--- config.mk ---
export PLATFORM = sky130hd
export DESIGN_NAME = multicycle_ctrl_fsm_alu_decoder
export DESIGN_NICKNAME = d
export VERILOG_FILES = /design/src/rtl/multicycle_ctrl_fsm_pkg.sv /design/src/rtl/multicycle_ctrl_fsm_alu_decoder.sv
export SDC_FILE = /design/constraint.sdc
export NUM_CORES = 1
export LEC_CHECK = 0
export CORE_AREA = 2 2 39 41
export DETAILED_ROUTE_END_ITERATION = 6
export DIE_AREA = 0 0 41 43
export PLACE_DENSITY = 0.36
export SYNTH_ARGS = -nofsm -noshare
export SYNTH_HDL_FRONTEND = slang
export SYNTH_SLANG_ARGS = --single-unit
export TNS_END_PERCENT = 30
--- constraint.sdc ---
create_clock -name vclk -period 2.2
set_input_delay 0.44 -clock vclk [all_inputs]
set_output_delay 0.44 -clock vclk [all_outputs]
set_load 0.01 [all_outputs]
--- src/rtl/multicycle_ctrl_fsm_pkg.sv ---
// Shared types and encodings for the multicycle RV32I control sequencer.
// Holds the state enum, opcodes, ALU op codes, mux select encodings and the opcode-to-immediate decode.
package multicycle_ctrl_fsm_pkg;

    typedef enum logic [3:0] {
        S_FETCH     = 4'd0,
        S_DECODE    = 4'd1,
        S_EXEC_R    = 4'd2,
        S_EXEC_I    = 4'd3,
        S_ALU_WB    = 4'd4,
        S_MEM_ADDR  = 4'd5,
        S_MEM_READ  = 4'd6,
        S_MEM_WB    = 4'd7,
        S_MEM_WRITE = 4'd8,
        S_BRANCH    = 4'd9,
        S_JAL       = 4'd10,
        S_JALR      = 4'd11,
        S_JALR_LINK = 4'd12,
        S_LUI       = 4'd13,
        S_AUIPC     = 4'd14,
        S_ILLEGAL   = 4'd15
    } state_t;

    localparam logic [6:0] OP_R      = 7'b0110011;
    localparam logic [6:0] OP_I      = 7'b0010011;
    localparam logic [6:0] OP_LOAD   = 7'b0000011;
    localparam logic [6:0] OP_STORE  = 7'b0100011;
    localparam logic [6:0] OP_BRANCH = 7'b1100011;
    localparam logic [6:0] OP_JAL    = 7'b1101111;
    localparam logic [6:0] OP_JALR   = 7'b1100111;
    localparam logic [6:0] OP_LUI    = 7'b0110111;
    localparam logic [6:0] OP_AUIPC  = 7'b0010111;

    typedef enum logic [3:0] {
        ALU_ADD  = 4'd0,
        ALU_SUB  = 4'd1,
        ALU_SLL  = 4'd2,
        ALU_SLT  = 4'd3,
        ALU_SLTU = 4'd4,
        ALU_XOR  = 4'd5,
        ALU_SRL  = 4'd6,
        ALU_SRA  = 4'd7,
        ALU_OR   = 4'd8,
        ALU_AND  = 4'd9
    } alu_ctrl_t;

    // FUNCT: the operation comes from funct3/funct7_b5 (R and I arithmetic).
    typedef enum logic [1:0] {
        ACLS_ADD   = 2'd0,
        ACLS_SUB   = 2'd1,
        ACLS_FUNCT = 2'd2
    } alu_class_t;

    localparam logic [1:0] SRC_A_PC     = 2'b00;
    localparam logic [1:0] SRC_A_OLD_PC = 2'b01;
    localparam logic [1:0] SRC_A_RS1    = 2'b10;
    localparam logic [1:0] SRC_A_ZERO   = 2'b11;

    localparam logic [1:0] SRC_B_RS2  = 2'b00;
    localparam logic [1:0] SRC_B_IMM  = 2'b01;
    localparam logic [1:0] SRC_B_FOUR = 2'b10;

    localparam logic [1:0] RES_ALU_OUT = 2'b00;
    localparam logic [1:0] RES_MEM     = 2'b01;
    localparam logic [1:0] RES_ALU     = 2'b10;

    localparam logic [2:0] IMM_I = 3'd0;
    localparam logic [2:0] IMM_S = 3'd1;
    localparam logic [2:0] IMM_B = 3'd2;
    localparam logic [2:0] IMM_J = 3'd3;
    localparam logic [2:0] IMM_U = 3'd4;

    function automatic logic [2:0] imm_src_of(input logic [6:0] op);
        case (op)
            OP_STORE:         imm_src_of = IMM_S;
            OP_BRANCH:        imm_src_of = IMM_B;
            OP_JAL:           imm_src_of = IMM_J;
            OP_LUI, OP_AUIPC: imm_src_of = IMM_U;
            default:          imm_src_of = IMM_I;
        endcase
    endfunction

endpackage

--- src/rtl/multicycle_ctrl_fsm_alu_decoder.sv ---
// Maps (ALU class, funct3, funct7_b5, R-type flag) to the ALU operation code.
module multicycle_ctrl_fsm_alu_decoder
    import multicycle_ctrl_fsm_pkg::*;
(
    input  alu_class_t alu_class,
    input  logic [2:0] funct3,
    input  logic       funct7_b5,
    input  logic       is_rtype,
    output alu_ctrl_t  alu_ctrl
);

    always_comb begin
        alu_ctrl = ALU_ADD;
        case (alu_class)
            ACLS_SUB:   alu_ctrl = ALU_SUB;
            ACLS_FUNCT: begin
                case (funct3)
                    // IR[30] in an I-type is immediate data, so ADDI never becomes SUB.
                    3'b000:  alu_ctrl = (is_rtype && funct7_b5) ? ALU_SUB : ALU_ADD;
                    3'b001:  alu_ctrl = ALU_SLL;
                    3'b010:  alu_ctrl = ALU_SLT;
                    3'b011:  alu_ctrl = ALU_SLTU;
                    3'b100:  alu_ctrl = ALU_XOR;
                    3'b101:  alu_ctrl = funct7_b5 ? ALU_SRA : ALU_SRL;
                    3'b110:  alu_ctrl = ALU_OR;
                    default: alu_ctrl = ALU_AND;
                endcase
            end
            default:    alu_ctrl = ALU_ADD;
        endcase
    end

endmodule

==> flow_metrics.env <==
export IMPL_fin_setup_tns_ps=0
export IMPL_nClkBuffers=0
export IMPL_via_per_inst=3.65
export IMPL_wl_met2_um=188
export IMPL_track_usage_pct=4.10
export IMPL_cp_start_kind="input port"
export IMPL_finalSetupViolCount=0
export IMPL_syn2layout_area_growth_pct=123
export IMPL_drive_above_1_share_pct=33.3
export IMPL_critPathArrivalTime_ps=1720
export IMPL_post_cts_buffers=0
export IMPL_routedWlPerCell_um=7.88
export IMPL_cp_end_kind="output pin"
export IMPL_cpPeakStageDelay_ps=530
export IMPL_finalWirelength_um=386
export IMPL_core_area_sq_um=1380
export IMPL_gp_congestion=0.549
export IMPL_period_needed_ps=2160
export IMPL_synth_area_sq_um=126
export IMPL_slew_violations=0
export IMPL_hold_viol=0
export IMPL_start_util_pct=9.13
export IMPL_rsz0062_at_grt="no"
export IMPL_p_per_area_nw_per_um2=163
export IMPL_path_class="input port to output pin"
export IMPL_ys_types=11
export IMPL_seq_cells=0
export IMPL_placementRows=14
export IMPL_synth_cells=20
export IMPL_via_count=179
export IMPL_ys_warn_count=0
export IMPL_fp_dieW_um=41
export IMPL_ir_drop_mv=0.0527
export IMPL_synth_largest_area_cell="ha_1"
export IMPL_max_freq_ghz=0.464
export IMPL_fin_nets=44
export IMPL_ant_nets=0
export IMPL_antenna_cells=0
export IMPL_cap_violations=0
export IMPL_worst_path_max_delay_cell="clkdlybuf4s50_1"
export IMPL_first_iter_violations=4
export IMPL_dieArea_sq_um=1760
export IMPL_avgSynthCellArea_sq_um=6.32
export IMPL_met1_length_um=152
export IMPL_holdCritPathClass="input port to output pin"
export IMPL_maxSlewHeadroom_pct=78.4
export IMPL_hpwl_um=326
export IMPL_worstMarginPinSlew_ps=324
export IMPL_register_area_sq_um=0
export IMPL_dieHeight_um=43
export IMPL_port_buffers=11
export IMPL_fillers=161
export IMPL_first_global_vias=158
export IMPL_yosysTopAreaCellShare_pct=19.8
export IMPL_overflow=0
export IMPL_top_level_ports=11
export IMPL_syn_num_nets=29
export IMPL_p_leak_uw=0.000132
export IMPL_yosysSeqAreaShare_pct=0
export IMPL_hold_buffers=0
export IMPL_grt_pass1_wl_um=552
export IMPL_cp_max_fo=2
export IMPL_first_pass_iters=2
export IMPL_top_layer="met3"
export IMPL_wl_met3_um=45
export IMPL_antenna_found_initial=0
export IMPL_crit_end="alu_ctrl[0]"
export IMPL_grt_max_degree=7
export IMPL_multi_input_area_sq_um=143
export IMPL_crit_required_ps=1760
export IMPL_post_route_period_util_pct=98.0
export IMPL_drc_errors=0
export IMPL_cp_cell_sequence="clkdlybuf4s50_1 -> ha_4 -> nand2b_4 -> o32ai_2 -> buf_2"
export IMPL_startpoint="alu_class[1]"
export IMPL_status="finished, final reports clean"
export IMPL_utilization_pct=20.3
export IMPL_synth_area_leaders="ha_1 20%, nand2b_1 15%, nor2_1 12%"
[cell families (layout without fill, tap and decap cells)]
family	after synthesis	in the layout	synth area share [%]
mux	1	1	8.91
compound gates	4	4	23.8
buf+inv	3	16	8.91
fa+ha+maj	2	2	19.8
simple gates	10	10	38.6
[worst min-delay path by stage]
stage	to	startpoint	slack, ps	cells after the start
finish	alu_ctrl[0]	alu_class[0]	1420	5
global route	alu_ctrl[0]	alu_class[0]	1460	5
CTS	alu_ctrl[3]	funct3[1]	1650	4
detailed placement	alu_ctrl[3]	funct3[1]	1980	4
global placement	alu_ctrl[3]	funct3[1]	1980	4
floorplan	alu_ctrl[3]	funct3[2]	970	2
[report_power, final]
part / internal, uW / switching, uW / total [uW]
Combinational: 28.1 / 17.9 / 45.9
Sequential: 0 / 0 / 0
Clock: 0 / 0 / 0
Total: 28.1 / 17.9 / 45.9
[layout by cell type (no fill, tap or decap)]
master,n
a21oi_1,1
nand2b_1,2
or2b_1,1
o21a_1,1
buf_4,2
ha_4,1
o32ai_2,1
mux2_2,1
inv_1,2
ha_1,1
inv_2,1
dlymetal6s2s_1,1
nor2_1,4
clkdlybuf4s50_1,6
nand2_1,2
nand2b_4,1
buf_2,4
a221oi_1,1
[repair_timing]
action / 4_1_cts / 5_1_grt
endpoints found under the setup margin: 4 / 4
gates resized for setup: 20 / 1
pin swaps: 1 / 0
[critical path: cells and delay by family]
| family | cells | cell delay (ps) |
|---|---|---|
| compound gates | 1 | 220 |
| fa+ha+maj | 1 | 220 |
| buf+inv | 2 | 690 |
| simple gates | 1 | 140 |
[metrics by stage]
step | power (uW) | std cells | hold WS, ps | setup slack, ps | cell area [sq um]
floorplan | 15.5 | 20 | 970 | 410 | 126
finish | 45.9 | 49 | 1420 | 44.9 | 282
detailed placement | 41.8 | 49 | 1980 | -514 | 272
global route | 49.9 | 49 | 1460 | 6.71 | 282
global placement | 41.1 | 49 | 1980 | -492 | 272
CTS | 46.8 | 49 | 1650 | 1.95 | 279
[layer usage]
metal  global-route usage (%)  vias to the layer above
li1                         -                       93
met1                     4.11                       79
met2                     8.44                        7
met3                    0.524                        0
met4                        0                        0
met5                        0                        -
[synthesized netlist by cell type]
| cell | n |
|---|---|
| a21oi_1 | 1 |
| a221oi_1 | 1 |
| ha_1 | 2 |
| inv_1 | 3 |
| mux2_2 | 1 |
| nand2_1 | 2 |
| nand2b_1 | 3 |
| nor2_1 | 4 |
| o21a_1 | 1 |
| o32ai_1 | 1 |
| or2b_1 | 1 |
[layout make-up]
cell class                 count  share of cell area [%]
timing repair buffer          13                    38.2
multi-input combinational     17                    50.7
tap                           16                    7.11
inverter                       3                    4.00
Note: power is estimated with default switching activity, not from simulation.
